File: config.mk
export PLATFORM = sky130hd
export DESIGN_NAME = fetch
export DESIGN_NICKNAME = d
export VERILOG_FILES = /design/src/rtl/sm83_pkg.sv /design/src/rtl/fetch_pbuf.sv /design/src/rtl/fetch.sv
export SDC_FILE = /design/constraint.sdc
export NUM_CORES = 1
export LEC_CHECK = 0
export CAP_MARGIN = 5
export CORE_MARGIN = 4
export CORE_UTILIZATION = 35
export CTS_CLUSTER_SIZE = 8
export DETAILED_ROUTE_END_ITERATION = 8
export GPL_ROUTABILITY_DRIVEN = 1
export PLACE_DENSITY_LB_ADDON = 0.2
export RECOVER_POWER = 50
export REMOVE_ABC_BUFFERS = 1
export SYNTH_ARGS = -nofsm -noshare
export SYNTH_HDL_FRONTEND = slang
export SYNTH_SLANG_ARGS = --single-unit
File: constraint.sdc
create_clock -name clk -period 7.15 [get_ports clk]
set_input_delay 2.145 -clock clk [delete_from_list [all_inputs] [get_ports clk]]
set_output_delay 2.145 -clock clk [all_outputs]
set_load 0.01 [all_outputs]
File: src/rtl/sm83_pkg.sv
// Shared types and constants for the SM83 front end.
// Holds the fetch FSM state type, reset PC and prefix opcode.
package sm83_pkg;

   typedef logic [7:0] instr_t;

   typedef enum logic [1:0] {
      S_FETCH,
      S_HOLD,
      S_HALTED
   } fetch_state_t;

   localparam logic [15:0] RESET_PC    = 16'h0000;
   localparam instr_t      OP_INSTR_16 = 8'hCB;

   function automatic logic [15:0] pc_inc(input logic [15:0] pc);
      return pc + 16'd1;
   endfunction

endpackage

File: src/rtl/fetch_pbuf.sv
// One-entry prefetch buffer for the fetch stage.
// Instantiated only when FETCH_PREFETCH_EN is defined.
module fetch_pbuf
   import sm83_pkg::*;
(
   input  logic   clk,
   input  logic   rst,
   input  logic   flush,
   input  logic   load,
   input  logic   take,
   input  instr_t wdata,
   output logic   valid,
   output instr_t rdata
);

   always_ff @(posedge clk) begin
      if (rst || flush) begin
         valid <= 1'b0;
      end else if (load) begin
         valid <= 1'b1;
      end else if (take) begin
         valid <= 1'b0;
      end
   end

   always_ff @(posedge clk) begin
      if (load) begin
         rdata <= wdata;
      end
   end

endmodule

File: src/rtl/fetch.sv
// Byte fetch stage: single-byte reads, 0xCB prefix tracking.
// Define FETCH_PREFETCH_EN to add a one-entry prefetch buffer.
module fetch
   import sm83_pkg::*;
(
   input  logic        clk,
   input  logic        rst,
   output logic        mem_rd,
   output logic [15:0] mem_addr,
   input  logic        mem_ack,
   input  logic [7:0]  mem_rdata,
   output instr_t      instr,
   output logic        o_valid,
   input  logic        i_ready,
   output logic        o_is_instr16,
   output logic [15:0] o_pc,
   input  logic        redirect,
   input  logic [15:0] redirect_pc,
   input  logic        halt
);

   fetch_state_t state, next_state;
   logic [15:0]  pc;
   logic         cap, pop, load, rewind;
   logic         pb_valid;
   instr_t       pb_data;
   logic         xfer;

   assign xfer     = o_valid & i_ready;
   assign mem_addr = pc;

`ifdef FETCH_PREFETCH_EN
   fetch_pbuf u_pbuf (
      .clk   (clk),
      .rst   (rst),
      .flush (redirect | rewind),
      .load  (load),
      .take  (pop),
      .wdata (mem_rdata),
      .valid (pb_valid),
      .rdata (pb_data)
   );
`else
   assign pb_valid = 1'b0;
   assign pb_data  = '0;
`endif

   always_ff @(posedge clk) begin
      if (rst) begin
         state <= S_FETCH;
      end else begin
         state <= next_state;
      end
   end

   always_comb begin
      next_state = state;
      mem_rd     = 1'b0;
      o_valid    = 1'b0;
      cap        = 1'b0;
      pop        = 1'b0;
      load       = 1'b0;
      rewind     = 1'b0;
      unique case (state)
         S_FETCH: begin
            mem_rd = 1'b1;
            if (mem_ack) begin
               cap        = 1'b1;
               next_state = S_HOLD;
            end
         end
         S_HOLD: begin
            o_valid = 1'b1;
`ifdef FETCH_PREFETCH_EN
            mem_rd = ~pb_valid;
`endif
            if (i_ready) begin
               if (halt) begin
                  next_state = S_HALTED;
                  rewind     = 1'b1;
               end else if (pb_valid) begin
                  pop = 1'b1;
               end else if (mem_rd && mem_ack) begin
                  cap = 1'b1;
               end else begin
                  next_state = S_FETCH;
               end
            end else if (mem_rd && mem_ack) begin
               load = 1'b1;
            end
         end
         S_HALTED: begin
            if (!halt) begin
               next_state = S_FETCH;
            end
         end
         default: next_state = S_FETCH;
      endcase
      // Redirect and reset discard any ack landing this cycle
      if (rst || redirect) begin
         next_state = S_FETCH;
         cap        = 1'b0;
         pop        = 1'b0;
         load       = 1'b0;
         rewind     = 1'b0;
      end
      if (rst) begin
         mem_rd  = 1'b0;
         o_valid = 1'b0;
      end
   end

   always_ff @(posedge clk) begin
      if (rst) begin
         pc           <= RESET_PC;
         instr        <= '0;
         o_pc         <= '0;
         o_is_instr16 <= 1'b0;
      end else if (redirect) begin
         pc           <= redirect_pc;
         o_is_instr16 <= 1'b0;
      end else begin
         // A body byte never re-arms the prefix, even if it is 0xCB
         if (xfer) begin
            o_is_instr16 <= ~o_is_instr16 & (instr == OP_INSTR_16);
         end
         if (cap) begin
            instr <= mem_rdata;
            o_pc  <= pc;
            pc    <= pc_inc(pc);
         end
         if (load) begin
            pc <= pc_inc(pc);
         end
         if (pop) begin
            instr <= pb_data;
            o_pc  <= pc_inc(o_pc);
         end
         // Halt drops any prefetched byte, so resume right after o_pc
         if (rewind) begin
            pc <= pc_inc(o_pc);
         end
      end
   end

endmodule

==> impl_metrics.ini <==
[outcome]
outcome = finished, final reports clean

[sta]
finalWorstPathRequiredPeriod_ps = 5640
final.period_utilization_pct = 78.9
worst_slew_margin_rel_pct = 37.0
grt_setup_unrepaired = no
drv_slew = 0
finClkSkew_ps = 2.97
tns_ps = 0
tightestPinTransition_ps = 938
setup_viol = 0
achievable-frequency_mhz = 177
fin_ws_ps = 1510
final-hold-violation-count = 0
hold-worst-slack_ps = 485

[power_and_ir_drop]
pwr-share-clk_pct = 29.6
power_switching_share_pct = 28.3
comb_power_share_pct = 18.6
leakage_nw = 1.26
p_int_uw = 375
power-per-cell-area_nw_per_um2 = 158
p_switching_uw = 148
sequentialPowerShare_pct = 51.8
ir_drop_mv = 0.0619

[clocking]
clkSinkCount = 43
cts_tree = done
cts_buffers = 5
cts_clock_pin_slew_for_the_worst_setup_and_hold_paths_ps = 80
clock_tree.root_cell = clkbuf_8
max-clock-path-buffers = 2
maximum_level_of_the_cts_h_tree = 2
cts_setup_buffers = 0
cts.hold.buffers_added = 0
cts_resized = 0
clock_network_latency_to_the_later_pin_of_the_worst_skew_pair_ps = 300

[grt]
first_global_vias = 2251
gr-usage-all-layers_pct = 16.2
grt-ovfl-total = 0
grt_pass1_wl_mm = 11.1
grt_start_max_net_pins = 47
grt_antenna_before_repair = 0

[setup_path]
path_max_fanout = 3
critical_path_source_type = primary input
worst-endpoint-required_ps = 5010
r2r.worst_path.cells = 11
worst_setup_path_end_kind = primary output
critical_path_arrival_ps = 3490
critical_path_class = in2out

[routing]
first_pass_iters = 4
routedWlPerCell_um = 14.4
final_antenna_net_count = 0
drt-vias-per-instance = 4.98
drc_violations_left = 0
finalWirelength_mm = 6.77
via_count = 2337
drt-initial-drc-count = 149

[floorplan]
die_area_sq_um = 8360
die_width_um = 91.5
effective_utilization_at_floorplan_pct = 35.9
fp.coreArea_sq_um = 6790
die_height_um = 91.5
ios = 73
std_cell_rows = 30

[placed_design]
placement.cell_area_sq_um = 3230
place_inst = 461
dpl.hpwl_mm = 4.83
io_buffers = 72
dp_worst_setup_slack_ps = 1610
gpl.final_weighted_congestion = 0.820

[final_layout]
layout.cell_area.non_filler_sq_um = 3310
diodes = 0
nets = 403
share_of_post_route_cells_with_drive_strength_above_1_pct = 4.83
areaGrowthSynthToFinish_pct = 35.8
fillers = 674
stdcell_count = 469

[logic_synthesis]
synth_edf_count = 0
synth.top_cells.by_count = dfxtp_1 (43), nand2_1 (39), o21ai_0 (33), nand2b_1 (29), nor2_1 (19)
synth_sequential_area_ratio_pct = 35.3
synth_top_cell_area_share_pct = 35.3
synthMostInstantiatedCell = dfxtp_1
synth.area.top_cells = dfxtp_1 (35%), nand2b_1 (7.4%), o21ai_0 (6.8%)
syn-cell-area_sq_um = 2440
dominantRegCellSynth = dfxtp_1
synth_top_area_cell = dfxtp_1
synthesis.area_per_instance_sq_um = 7.91
asyncSetResetFlopFracSynth_pct = 0
synth.yosys.warnings = 0
postSynthCellCount = 308
netlist-cell-type-count = 44
synth_seq_cells = 43

[hold_path]
timing.hold.worst_path_depth = 2
hold_path_class = reg2reg

[job]
max_cap_viol_count = 0
[routing by layer]
| metal | vias to the layer above | global-route usage, % | wire, um |
|---|---|---|---|
| met4 | 0 | 4.65 | 74 |
| met1 | 1072 | 22.3 | 3400 |
| met2 | 58 | 24.6 | 2930 |
| li1 | 1200 | - | - |
| met3 | 7 | 4.23 | 364 |
| met5 | - | 0 | 0 |
[state kept, by name, summed over array words and instances, names as in the netlist]
register and flops:
mem_addr 16, o_is_instr16 1, state 2, instr 8
o_pc 16
[final timing paths]
check             slack [ps]            to     start
setup reg to reg        4170  mem_addr[10]  state[1]
hold reg to reg          490      instr[6]  instr[6]
hold / removal           490      instr[6]  instr[6]
setup / recovery        1510       o_valid       rst
[critical path: stages]
cell and delay, ps:
dlygate4sd3_1 570, nor3b_1 200, clkdlybuf4s50_1 570
[cell type report]
class / instances / area (sq um) / area share (%)
Tap cell: 96 / 120 / 3.63
Clock buffer: 7 / 76.3 / 2.31
Clock inverter: 1 / 5.00 / 0.151
Timing Repair Buffer: 76 / 751 / 22.7
Sequential cell: 43 / 861 / 26.0
Inverter: 7 / 26.3 / 0.794
Multi-Input combinational cell: 239 / 1470 / 44.4
[metrics by stage]
stage / total power, mW / utilization, %
5_1_grt: 0.548 / 48.7
6_report: 0.523 / 48.7
4_1_cts: 0.534 / 48.8
3_3_place_gp: 0.378 / 47.6
3_5_place_dp: 0.379 / 47.6
2_1_floorplan: 0.317 / -
[cell usage in the layout, fill, tap and decap left out, types with 4 or more instances in the layout]
cell / Yosys / final
a211oi_1: 10 / 10
a21oi_1: 12 / 12
and3_1: 6 / 6
buf_4: 0 / 4
clkbuf_8: 0 / 5
clkdlybuf4s50_1: 0 / 31
dfxtp_1: 43 / 43
dlygate4sd3_1: 0 / 41
inv_1: 7 / 7
mux2i_1: 11 / 11
nand2_1: 39 / 39
nand2b_1: 29 / 29
nand3_1: 14 / 14
nor2_1: 19 / 19
nor3_1: 7 / 7
nor4_1: 5 / 5
o21ai_0: 33 / 33
xnor2_1: 15 / 15
xor2_1: 7 / 7
[logic make-up (layout without fill, tap and decap cells)]
family / Yosys count / after routing / synth area share [%]
AND/OR/NAND/NOR: 136 / 136 / 29.5
AO/OA/AOI/OAI: 67 / 67 / 17.1
flip-flops: 43 / 43 / 35.3
buffers and inverters: 26 / 91 / 4.21
XOR/XNOR: 22 / 22 / 7.91
multiplexers: 13 / 13 / 5.44
adder cells (fa/ha/maj): 1 / 1 / 0.513
[power by group through the flow]
stage	registers, mW	clock network (mW)	logic, mW
floorplan	0.278	0	0.0390
global placement	0.277	0	0.101
detailed placement	0.277	0	0.102
CTS	0.271	0.160	0.103
global route	0.274	0.167	0.107
finish	0.271	0.155	0.0971
(Power assumes the default switching activity.)
